==> config.mk <==
export PLATFORM = sky130hd
export DESIGN_NAME = rr_mem_scheduler
export DESIGN_NICKNAME = d
export VERILOG_FILES = /design/src/rtl/rr_mem_pkg.sv /design/src/rtl/rr_pick.sv /design/src/rtl/rr_mem_scheduler.sv
export SDC_FILE = /design/constraint.sdc
export NUM_CORES = 1
export LEC_CHECK = 0
export CAP_MARGIN = 25
export CELL_PAD_IN_SITES_DETAIL_PLACEMENT = 1
export CELL_PAD_IN_SITES_GLOBAL_PLACEMENT = 1
export CORE_MARGIN = 1.5
export CORE_UTILIZATION = 24
export CTS_BUF_LIST = sky130_fd_sc_hd__clkbuf_8 sky130_fd_sc_hd__clkbuf_16
export DETAILED_ROUTE_END_ITERATION = 10
export PLACE_DENSITY = 0.71
export SETUP_SLACK_MARGIN = 0.4
export SLEW_MARGIN = 30
export SYNTH_ARGS = -nofsm -noshare
export SYNTH_HDL_FRONTEND = slang
export SYNTH_HIERARCHICAL = 1
export SYNTH_SLANG_ARGS = --single-unit
==> constraint.sdc <==
create_clock -name clk -period 2.8 [get_ports clk]
set_input_delay 0.28 -clock clk [delete_from_list [all_inputs] [get_ports clk]]
set_output_delay 0.28 -clock clk [all_outputs]
set_load 0.005 [all_outputs]
==> src/rtl/rr_mem_pkg.sv <==
// Shared types for the round-robin memory scheduler.
package rr_mem_pkg;

  // Scheduler FSM states
  typedef enum logic [1:0] {
    IDLE      = 2'd0,
    ISSUE     = 2'd1,
    WAIT_RESP = 2'd2
  } state_t;

  // Memory operation encoding carried on mem_we
  localparam logic OP_RD = 1'b0;
  localparam logic OP_WR = 1'b1;

endpackage

==> src/rtl/rr_pick.sv <==
// Round-robin picker: lowest set request above the pointer, else lowest overall.
module rr_pick #(
  parameter int N = 4
) (
  input  logic [N-1:0]         eff,
  input  logic [$clog2(N)-1:0] ptr,
  output logic [N-1:0]         gnt,
  output logic [$clog2(N)-1:0] idx,
  output logic                 any
);

  localparam int IW = $clog2(N);

  logic [N-1:0] masked;
  logic [N-1:0] src;

  // Build the above-pointer mask, fall back to the full set, then pick the lowest index
  always_comb begin
    masked = '0;
    for (int i = 0; i < N; i++) begin
      masked[i] = eff[i] && (IW'(i) > ptr);
    end
    src = (|masked) ? masked : eff;
    gnt = '0;
    idx = '0;
    for (int i = N - 1; i >= 0; i--) begin
      if (src[i]) begin
        gnt    = '0;
        gnt[i] = 1'b1;
        idx    = IW'(i);
      end
    end
    any = |eff;
  end

endmodule

==> src/rtl/rr_mem_scheduler.sv <==
// Shares one single-outstanding memory port between N requesters, round-robin.
// Handshake: the request transfers on a cycle where mem_valid && mem_ready;
// mem_valid and its payload (mem_we/mem_addr/mem_wdata) hold steady until then.
// The response is a one-cycle mem_rvalid strobe and is only honoured in WAIT_RESP.
module rr_mem_scheduler
  import rr_mem_pkg::*;
#(
  parameter int N       = 4,
  parameter int AW      = 16,
  parameter int DW      = 32,
  parameter int TIMEOUT = 15
) (
  input  logic                 clk,
  input  logic                 resetN,
  input  logic [N-1:0]         req,
  input  logic [N-1:0]         we,
  input  logic [N*AW-1:0]      addr,
  input  logic [N*DW-1:0]      wdata,
  output logic [N-1:0]         grant,
  output logic [N-1:0]         done,
  output logic [N-1:0]         err,
  output logic [DW-1:0]        rdata,
  output logic                 busy,
  output logic                 mem_valid,
  output logic                 mem_we,
  output logic [AW-1:0]        mem_addr,
  output logic [DW-1:0]        mem_wdata,
  input  logic                 mem_ready,
  input  logic                 mem_rvalid,
  input  logic [DW-1:0]        mem_rdata,
  output state_t               dbg_state,
  output logic [$clog2(N)-1:0] dbg_ptr
);

  localparam int IW = $clog2(N);
  localparam int CW = $clog2(TIMEOUT + 1);

  state_t          state, next_state;
  logic [IW-1:0]   ptr;
  logic [IW-1:0]   win_idx;
  logic [CW-1:0]   cnt;
  logic [N-1:0]    eff;
  logic [N-1:0]    pick_gnt;
  logic [IW-1:0]   pick_idx;
  logic            pick_any;
  logic            timeout_hit;
  logic            load, accept, resp_ok, resp_to;

  // A requester finishing this cycle sits out the arbitration it would otherwise win again
  assign eff = req & ~done;

  rr_pick #(.N(N)) u_pick (
    .eff (eff),
    .ptr (ptr),
    .gnt (pick_gnt),
    .idx (pick_idx),
    .any (pick_any)
  );

  assign timeout_hit = (cnt == CW'(TIMEOUT - 1));
  assign busy        = (state != IDLE);
  assign dbg_state   = state;
  assign dbg_ptr     = ptr;

  // State register
  always_ff @(posedge clk or negedge resetN) begin
    if (!resetN) state <= IDLE;
    else         state <= next_state;
  end

  // Next-state logic; a response in the last timeout cycle takes precedence
  always_comb begin
    next_state = state;
    case (state)
      IDLE:      if (pick_any) next_state = ISSUE;
      ISSUE:     if (mem_valid && mem_ready) next_state = WAIT_RESP;
      WAIT_RESP: if (mem_rvalid || timeout_hit) next_state = IDLE;
      default:   next_state = IDLE;
    endcase
  end

  // Per-state control strobes for the datapath
  always_comb begin
    load    = (state == IDLE) && pick_any;
    accept  = (state == ISSUE) && mem_valid && mem_ready;
    resp_ok = (state == WAIT_RESP) && mem_rvalid;
    resp_to = (state == WAIT_RESP) && !mem_rvalid && timeout_hit;
  end

  // Registered outputs, pointer and timeout counter
  always_ff @(posedge clk or negedge resetN) begin
    if (!resetN) begin
      grant     <= '0;
      done      <= '0;
      err       <= '0;
      rdata     <= '0;
      mem_valid <= 1'b0;
      mem_we    <= OP_RD;
      mem_addr  <= '0;
      mem_wdata <= '0;
      cnt       <= '0;
      win_idx   <= '0;
      ptr       <= IW'(N - 1);
    end else begin
      done <= '0;
      err  <= '0;
      if (load) begin
        grant     <= pick_gnt;
        win_idx   <= pick_idx;
        mem_valid <= 1'b1;
        mem_we    <= we[pick_idx] ? OP_WR : OP_RD;
        mem_addr  <= addr[pick_idx*AW +: AW];
        mem_wdata <= wdata[pick_idx*DW +: DW];
      end
      if (accept) begin
        mem_valid <= 1'b0;
        ptr       <= win_idx;
        cnt       <= '0;
      end else if ((state == WAIT_RESP) && (cnt != '1)) begin
        cnt <= cnt + 1'b1;
      end
      if (resp_ok) begin
        done  <= grant;
        grant <= '0;
        if (mem_we == OP_RD) rdata <= mem_rdata;
      end
      if (resp_to) begin
        err   <= grant;
        grant <= '0;
      end
    end
  end

endmodule

[Word level (Yosys, flattened, before mapping)]
Cells that the tools add are included.
Storage, ports and cells
  flip-flop bits (word level): 104
  bits of input ports: 236
  output and inout bits: 99
  logic and storage cells: 78
Cells by class
  $add $sub $neg: 1
  $lt $le $gt $ge: 5
  eq/ne operators: 7
  shifts and indexed selects: 2
  muxes and demuxes: 25
  bitwise gates (word level): 3
  reduce and logical (&&, ||, !) cells: 23
Operator list (number)
  $shiftx A128 B8 Y32: 1
  $shiftx A64 B7 Y16: 1
  $mux W4: 12
  $mux W2: 7
  $logic_and A1 B1 Y1: 12
  $reduce_or A4 Y1: 2
  $ne A2 B2 Y1 const B: 3
  $pmux W2 S3: 1
  $reduce_bool A2 Y1: 3
  $add A4 B1 Y4 const B: 1
  $and A4 B4 Y4: 1
  $eq A4 B4 Y1 const B: 1
  $gt A1 B2 Y1 const A: 2
  $gt A2 B2 Y1 const A: 2
  $mux W1: 4
  $ne A4 B4 Y1 const B: 1
  $not A4 Y4: 1
  $lt A2 B3 Y1 const B: 1
  $reduce_and A3 Y1: 1
  $reduce_bool A3 Y1: 1
  $bmux W1 S2: 1
  $eq A2 B1 Y1 const B: 1
  $eq A2 B2 Y1 const B: 1
  $logic_not A2 Y1: 1
  other kinds (4): 4

[Longest topological paths before layout]
  word-level depth: 12
  depth in mapped cells: 9
  gate-level depth less buffers: 6

[Hierarchy]
The synthesis kept the hierarchy.
By module, submodules not included
  rr_mem_scheduler: instances 1, cells each 429, area an instance 5175.0 um^2, seq. area each 2605.0 um^2
  rr_pick: instances 1, cells each 29, area an instance 176.4 um^2, seq. area each 0.0 um^2

[Worst setup path after synthesis]
OpenSTA, ideal clock, no wires.
  path type: register to register
  start point: register done[3]
  end point: register mem_addr[10]
  library setup time: 0.143 ns
  data arrival time: 2.213 ns
  required time: 2.657 ns
  path slack: 0.444 ns
  stages on the path, launching flop included: 10
  buffers on the path: 3
  period minus slack after synthesis: 2.356 ns
  cell sequence: dfrtp_1 -> nor2b_1 -> nand2b_1 -> and2_4 -> a221oi_1 -> buf_2 -> buf_2 -> buf_2 -> mux2i_1 -> o221ai_2
Between the ends
  word-level cells in the longest chain between the ends: 10
  elaborated cells on any way between the ends: 12
  those cells by class: shift (1); mux (5); bitwise (2); reduce/logical (4)
Ends and longest elaborated chain
  start, declared: line rr_mem_scheduler.sv:20  | output logic [N-1:0] done,
  start signal, assigned: line rr_mem_scheduler.sv:123  | done <= grant;
  $not A4 Y4 *: line rr_mem_scheduler.sv:50  | assign eff = req & ~done;
  $and A4 B4 Y4 *: line rr_mem_scheduler.sv:50
  named net eff[3]: line rr_mem_scheduler.sv:42  | logic [N-1:0] eff;
  $logic_and A1 B1 Y1: line rr_pick.sv:21  | masked[i] = eff[i] && (IW'(i) > ptr);
  $reduce_or A4 Y1: line rr_pick.sv:23  | src = (|masked) ? masked : eff;
  $mux W4 *: line rr_pick.sv:23
  $mux W2 (3 in series): line rr_pick.sv:27  | if (src[i]) begin
  $mux W2 *: line rr_pick.sv:27
  named net pick_idx[1]: line rr_mem_scheduler.sv:44  | logic [IW-1:0] pick_idx;
  $shiftx A64 B7 Y16 *: line rr_mem_scheduler.sv:112  | mem_addr <= addr[pick_idx*AW +: AW];
  end signal, assigned: line rr_mem_scheduler.sv:112
  end, declared: line rr_mem_scheduler.sv:26  | output logic [AW-1:0] mem_addr,
The timed path passes the listed nets; every way through them passes the cells marked *.
A chain may end at the register's enable or synchronous reset.

[Worst setup path in the final report]
  start point: input port req[0]
  end point: register mem_wdata[12]
Between the ends
  word-level cells in the longest chain between the ends: 9
  elaborated cells on any way between the ends: 11
  those cells by class: shift (1); mux (5); bitwise (1); reduce/logical (4)
Ends and longest elaborated chain
  start, declared: line rr_mem_scheduler.sv:15  | input logic [N-1:0] req,
  $and A4 B4 Y4 *: line rr_mem_scheduler.sv:50
  named net eff[0]: line rr_mem_scheduler.sv:42
  $logic_and A1 B1 Y1: line rr_pick.sv:21
  $reduce_or A4 Y1: line rr_pick.sv:23
  $mux W4 *: line rr_pick.sv:23
  $mux W2 (3 in series): line rr_pick.sv:27
  $mux W2 *: line rr_pick.sv:27
  named net pick_idx[1]: line rr_mem_scheduler.sv:44
  $shiftx A128 B8 Y32 *: line rr_mem_scheduler.sv:113  | mem_wdata <= wdata[pick_idx*DW +: DW];
  end signal, assigned: line rr_mem_scheduler.sv:113
  end, declared: line rr_mem_scheduler.sv:27  | output logic [DW-1:0] mem_wdata,
Marks and branches as above.

==> impl_metrics.json <==
{
  "status": "completed",
  "antenna_cells": 0,
  "port_buffers": 334,
  "period_share_pct": 80.67,
  "yosysTopAreaCell": "dfrtp_1",
  "drv_cap": 0,
  "crit_path_max_fanout": 36,
  "final_cell_count_no_fill": 1081,
  "p_per_area_nw_per_um2": 890.9,
  "cp_data_arrival_time_ns": 2.48,
  "clock_latency_ns": 0.35,
  "critPathRequiredTime_ns": 3.02,
  "synth_top_family_by_area": "multiplexers",
  "leakagePower_nw": 4.102,
  "cts_root_buf": "clkbuf_16",
  "chipWidth_um": 152.3,
  "synthTopCellsByArea": "dfrtp_1, mux2i_1, mux2_2, o221ai_1, nand2_1",
  "ys_seq_elements": 104,
  "syn-num-nets": 696,
  "cp_slowest_cell": "clkdlybuf4s50_1",
  "yosys.area_share.simple_pct": 9.422,
  "synth_compound_area_share_pct": 12.23,
  "fin_nets": 1034,
  "grt_pass1_wl_um": 32240,
  "pre_cts_ws_ns": 0.1455,
  "placedCellCount": 1064,
  "numClockSinks": 104,
  "rows": 54,
  "worst_slew_pin_slew_ns": 0.5831,
  "ir_drop_mv": 0.4873,
  "synth_area_um2": 5351,
  "max_stage_delay_ns": 0.41,
  "drive_gt1_share_pct": 11.99,
  "drt-initial-drc-count": 164,
  "cts_tree": "done",
  "fp.dieArea_um2": 23200,
  "cts.reportedPaths.clkPinSlew_ns": 0.09,
  "fin_crit_ns": 2.259,
  "syn_to_final_growth_pct": 78.33,
  "ys.flop_type": "dfrtp_1",
  "worstPathCellList": "clkdlybuf4s50_1 > nor2b_1 > buf_4 > or2_1 > a221oi_4 > buf_12 > buf_12 > mux2i_1 > o221ai_1",
  "wl_per_cell_um": 19.17,
  "synth_common_cells": "dfrtp_1, mux2i_1, nand2_1, o221ai_1, mux2_2",
  "rsz0062_at_grt": "false",
  "drv_slew": 0,
  "finClkSkew_ns": 0.01136,
  "fin_total_pwr_mw": 8.502,
  "report.final.hold_viol_count": 0,
  "fin_ws_ns": 0.5411,
  "crit_path_end_kind": "flop",
  "synth_cells": 458,
  "grt_max_degree": 50,
  "overflow": 0,
  "synth_edf_count": 0,
  "wirelength_um": 20720,
  "dp_hpwl_um": 15980,
  "initial_core_util_pct": 24.52,
  "slew-limit-headroom_pct": 61.05,
  "grt_pass1_vias": 5483,
  "first_pass_iters": 4,
  "core-area_um2": 21820,
  "seq_area_frac_synth_pct": 48.68,
  "ff2ff_path_depth": 8,
  "synth.area.mux_share_pct": 25.84,
  "async_flop_share_pct": 100.0,
  "gp_congestion": 0.8198,
  "setup-violations-final": 0,
  "hold_path.class": "in2async",
  "yosys.area_share.adder_pct": 0.4676,
  "htreeDepth": 3,
  "die_h_um": 152.3,
  "yosysMostFrequentCell": "dfrtp_1",
  "viasPerCell": 4.645,
  "syn_avg_cell_area_um2": 11.68,
  "fin_tns_setup_ns": 0,
  "detail-route-antenna-nets": 0,
  "ioPinCount": 335,
  "drcViolationCount": 0,
  "synth_xor_area_share_pct": 0,
  "critical_path_class": "in2reg",
  "cts_buffer_depth": 2,
  "max_freq_mhz": 442.7,
  "fill_cells": 2372,
  "antenna_found_initial": 0,
  "netlist-cell-type-count": 42,
  "critPathMostFrequentCell": "buf_12",
  "vias": 5021,
  "synth_top_cell_area_share_pct": 47.70,
  "cts_made_buffers": 9,
  "grtUsageTotal_pct": 17.71,
  "startpoint_type": "input port",
  "yosys_warnings": 6
}
## report_power, final
| group | internal, mW | leakage [nW] | switching [mW] |
|---|---|---|---|
| Clock | 0.722 | 0.157 | 0.657 |
| Sequential | 2.18 | 1.30 | 0.447 |
| Combinational | 2.63 | 2.65 | 1.87 |
| Total | 5.53 | 4.10 | 2.97 |
## sequential cells by signal, summed over array words and instances, names as in the netlist
name	flops
mem_wdata	32
rdata	32
mem_addr	16
cnt	4
done	4
err	4
grant	4
dbg_ptr	2
dbg_state	2
win_idx	2
mem_valid	1
mem_we	1
## area by class of cell
cell class / count / area (µm²) / area share [%]
clock inverters: 7 / 97.59 / 1.023
clock buffers: 9 / 225.2 / 2.360
repair buffers: 360 / 3651 / 38.26
multi-input cells: 316 / 2595 / 27.19
well taps: 280 / 350.3 / 3.671
flip-flops and latches: 104 / 2605 / 27.30
inverters: 5 / 18.77 / 0.1967
## path summary, 6_finish.rpt
check                           endpoint       start  slack (ns)
min                            rdata[17]      resetN        0.43
min in group clk              win_idx[1]  win_idx[1]        0.48
max                        mem_wdata[12]      req[0]        0.54
max in group asynchronous     dbg_ptr[1]      resetN        1.67
max reg2reg                mem_wdata[12]     done[0]        0.58
min reg2reg                   win_idx[1]  win_idx[1]        0.48
## metal layers
layer / up-vias / track usage (%) / part of all wire, %
met5: - / 0 / 0
met4: 0 / 4.762 / 1.7
met3: 20 / 5.006 / 6.8
met2: 192 / 30.77 / 51
met1: 2435 / 21.40 / 41
li1: 2374 / - / -
## logic make-up (layout without fill, tap and decap cells)
family / Yosys count / count (layout)
compound gates: 74 / 74
simple gates: 106 / 106
mux: 134 / 134
flops: 104 / 104
buf+inv: 38 / 381
fa+ha+maj: 2 / 2
## worst max-delay path: cells and delay by family
family          cells  cell delay [ns]
compound gates      2             0.44
simple gates        2             0.39
buf+inv             4             1.07
mux                 1             0.26
## per-stage QoR
step / hold slack (ns) / area (µm²) / utilization [%]
2_1_floorplan: -0.01559 / 5351 / -
5_1_grt: 0.4649 / 9543 / 43.73
4_1_cts: 0.4123 / 9540 / 43.72
3_3_place_gp: 0.2617 / 9208 / 42.19
3_5_place_dp: 0.2688 / 9208 / 42.19
6_report: 0.4322 / 9543 / 43.73
## cell usage in the layout, fill, tap and decap left out, drive strengths merged, types with 5 or more instances in the layout
| cell | instances |
|---|---|
| and2 | 5 |
| buf | 26 |
| clkdlybuf4s50 | 333 |
| mux2i | 101 |
| nand2 | 71 |
| nor2b | 5 |
| o21ai | 7 |
| dfrtp | 102 |
| o221ai | 49 |
| and3 | 7 |
| mux2 | 33 |
| clkbuf | 9 |
| a21oi | 6 |
| inv | 8 |
## timing repair
item / 4_1_cts / 5_1_grt
setup buffers: 0 / 0
hold buffers: 1 / 0
hold endpoints to repair: 28 / 0
setup endpoints to repair: 0 / 29
resized for setup: 0 / 1
Note: power is estimated with default switching activity, not from simulation.
==> RTL edit 1 (config.mk and constraints unchanged) <==
The parameter `AW` goes from 16 to 17.
--- a/src/rtl/rr_mem_scheduler.sv
+++ b/src/rtl/rr_mem_scheduler.sv
@@ -6,7 +6,7 @@
   import rr_mem_pkg::*;
 #(
   parameter int N       = 4,
-  parameter int AW      = 16,
+  parameter int AW      = 17,
   parameter int DW      = 32,
   parameter int TIMEOUT = 15
 ) (
Interface: changed (resized addr and mem_addr); port bits go from 335 to 340. No check against the original RTL was run, so the function may have changed too.
==> RTL edit 1 against the original RTL <==
The flow now finishes with violations (DRC); combinational power about the same; largest cell class unchanged; count of clock-buffer cells in the layout did not move; cell area increased by 0.41%; area after synthesis rose by 0.75%; total power down 0.65%; cell count is 1.0% higher; critical path type is now register to register; sequential share of layout area is 0.15 points higher; worst setup slack got worse by 0.012 ns; sequential cell count increased by 1; wire length decreased by 0.37%; critical endpoint is now mem_wdata[19]; clock skew is 0.0035 ns lower.
==> RTL edit 1: results (changes against the original RTL) <==
- GP Congestion: 0.7735 (was 0.8198)
- Nonclk buf count: 364 (was 360)
- Slew HR: 0.5454 (was 0.6105)
- Largest registers: mem_wdata: 32 flops, rdata: 32 flops, mem_addr: 17 flops (was mem_wdata: 32 flops, rdata: 32 flops, mem_addr: 16 flops)
- R2R depth: 5 (was 8)
- Non-clk invs: 6 (was 5)
- Synth cell count leaders: dfrtp_1 (103), mux2i_1 (103), nand2_1 (74), o221ai_1 (48), mux2_2 (33) (was dfrtp_1 (102), mux2i_1 (101), nand2_1 (71), o221ai_1 (39), mux2_2 (33))
- Pre-CTS WS: 0.08352 ns (was 0.1455 ns)
- 1st-iter DRT viols: 182 (was 164)
- CTS sink count: 105 (was 104)
- Class of the most critical hold timing path: register to register (was input port to async pin)
- Post-synthesis sequential area ratio: 0.4878 (was 0.4868)
- Non-filler instance count after layout: 1092 (was 1081)
- Crit Path Class: register to register (was input port to register)
- Crit-path leading delay family: compound AO/OA/AOI/OAI gates (was buffers and inverters)
- Violated checks: DRC
- Critical path fanouts, max: 38 (was 36)
- F_max: 440.3 MHz (was 442.7 MHz)
- WL final: 20640 um (was 20720 um)
- DR DRC count: 19 (was 0)
- Final Skew: 0.007832 ns (was 0.01136 ns)
- Reg-to-reg startpoint: dbg_ptr[1] (was done[0])
- Multi-input logic portion of the cell area: 0.2700 (was 0.2719)
- Comb_multi_in: 321 (was 316)
- Fillers: 2388 (was 2372)
- First-pass GRT wire length: 31880 um (was 32240 um)
- Status: complete, but fails checks (was completed)
## RTL edit 1: routing by layer
layer	GRT usage	up-vias	part of all wire
met5	0	-	0
met4	0.05976	0	0.022
met2	0.3051	195	0.50
li1	-	2401	-
met3	0.05047	25	0.075
met1	0.2089	2479	0.40
## RTL edit 1: cell families (layout without fill, tap and decap cells)
| logic type | Yosys count | count (layout) | synth area share |
|---|---|---|---|
| DFF | 105 | 105 | 0.4878 |
| and+or+nand+nor | 109 | 109 | 0.09515 |
| AOI/OAI and AO/OA | 74 | 74 | 0.1121 |
| buffers and inverters | 40 | 386 | 0.04015 |
| adders and majority gates | 2 | 2 | 0.004641 |
| muxes | 136 | 136 | 0.2602 |
## RTL edit 1: per-stage QoR
stage	cell area (um^2)	hold WS, ns
after CTS	9543	0.4987
after detailed placement	9235	0.3766
after global routing	9582	0.5174
final	9582	0.4909
after global placement	9235	0.3683
after floorplan	5391	-0.01559
==> RTL edit 2 (same flow settings) <==
Without the edit above. Make the reset (`resetN`) synchronous in 2 clocked blocks.
--- a/src/rtl/rr_mem_scheduler.sv
+++ b/src/rtl/rr_mem_scheduler.sv
@@ -63,7 +63,7 @@
   assign dbg_ptr     = ptr;
 
   // State register
-  always_ff @(posedge clk or negedge resetN) begin
+  always_ff @(posedge clk) begin
     if (!resetN) state <= IDLE;
     else         state <= next_state;
   end
@@ -88,7 +88,7 @@
   end
 
   // Registered outputs, pointer and timeout counter
-  always_ff @(posedge clk or negedge resetN) begin
+  always_ff @(posedge clk) begin
     if (!resetN) begin
       grant     <= '0;
       done      <= '0;
Check against the original RTL: differs if resetN is asserted again (counterexample within 4 cycles, from zero or initial values and one cycle with resetN low); with resetN held inactive, the same outputs for 10 cycles.
==> RTL edit 2 against the original RTL <==
Cell area down 7.4%; first-iteration DRC count down 9.8%; worst setup slack worse by 0.023 ns; global-route usage up 1.4 points; area after synthesis down 9.8%; synthesized cell count down 5.5%; die area down 9.6%; wire length up 0.89%; sequential cell count unchanged; highest routed layer unchanged.
Power is not compared: it rests on default switching activity, and its combinational part moved more than twofold at a synthesized area within 25%.
==> RTL edit 2: results (changes against the original RTL) <==
- Multi-input logic portion of the cell area: 0.2923 (was 0.2719)
- Met1 Wirelength: 7749 um (was 8468 um)
- R2R depth: 5 (was 8)
- Status: completed (unchanged)
- Post-Synthesis Cells: 433 (was 458)
- Avg WL per Cell: 20.36 um (was 19.17 um)
- Critical path fanouts, max: 49 (was 36)
- Crit path DAT: 2.57 ns (was 2.48 ns)
- Post-DP HPWL: 16560 um (was 15980 um)
- Final Skew: 0.006733 ns (was 0.01136 ns)
- Reg-to-reg startpoint: dbg_ptr[1] (was done[0])
- Synth cell count leaders: dfxtp_1 (104), nand2_1 (71), a22o_1 (49), mux4_2 (49), a21oi_1 (39) (was dfrtp_1 (102), mux2i_1 (101), nand2_1 (71), o221ai_1 (39), mux2_2 (33))
- Post-synthesis sequential area ratio: 0.4314 (was 0.4868)
- Vias: 4924 (was 5021)
- Ys async rst share: 0 (was 1.000)
- DR WL met3: 1785 um (was 1413 um)
- Hold Slack: 0.4579 ns (was 0.4322 ns)
- Signal buf overhead: 0.4006 (was 0.3826)
- Crit-path leading delay family: simple AND/OR/NAND/NOR gates (was buffers and inverters)
- Fillers: 2163 (was 2372)
- Critical path origin: req[1] (was req[0])
- Comb_multi_in: 286 (was 316)
- Reg2Reg Setup Slack: 0.52 ns (was 0.58 ns)
- P&R area growth vs syn: 83.02% (was 78.33%)
- Largest net degree at the start of global routing: 51 (was 50)
- Slowest CP cell: and2_4 (was clkdlybuf4s50_1)
- GR Util met1: 0.2055 (was 0.2140)
- 1st-iter DRT viols: 148 (was 164)
- Synthesized net count: 671 (was 696)
==> RTL edit 2: changes by cell type in the layout (fill, tap and decap cells not counted), sizes merged, moves of 10 or more <==
| cell | before | now |
|---|---|---|
| a22o | 0 | 49 |
| mux4 | 0 | 49 |
| dfrtp | 102 | 0 |
| dfxtp | 0 | 104 |
| mux2 | 33 | 0 |
| mux2i | 101 | 8 |
| o221ai | 49 | 0 |
| buf | 26 | 16 |
| a21oi | 6 | 39 |
==> RTL edit 2: cell families (layout without fill, tap and decap cells) <==
logic type,Yosys count,count (layout),synth area share
compound gates,106,106,0.1545
other cells,0,1,0
simple gates,121,121,0.1193
buf+inv,43,371,0.04433
mux,57,57,0.2453
flops,104,104,0.4314
fa+ha+maj,2,2,0.005185
==> RTL edit 2: power breakdown <==
part	switching [W]	leakage [nW]	internal, W
clock	0.000610	0.137	0.000613
sequential	0.0000695	0.849	0.00157
combinational	0.000335	2.20	0.000747
total	0.00101	3.18	0.00293
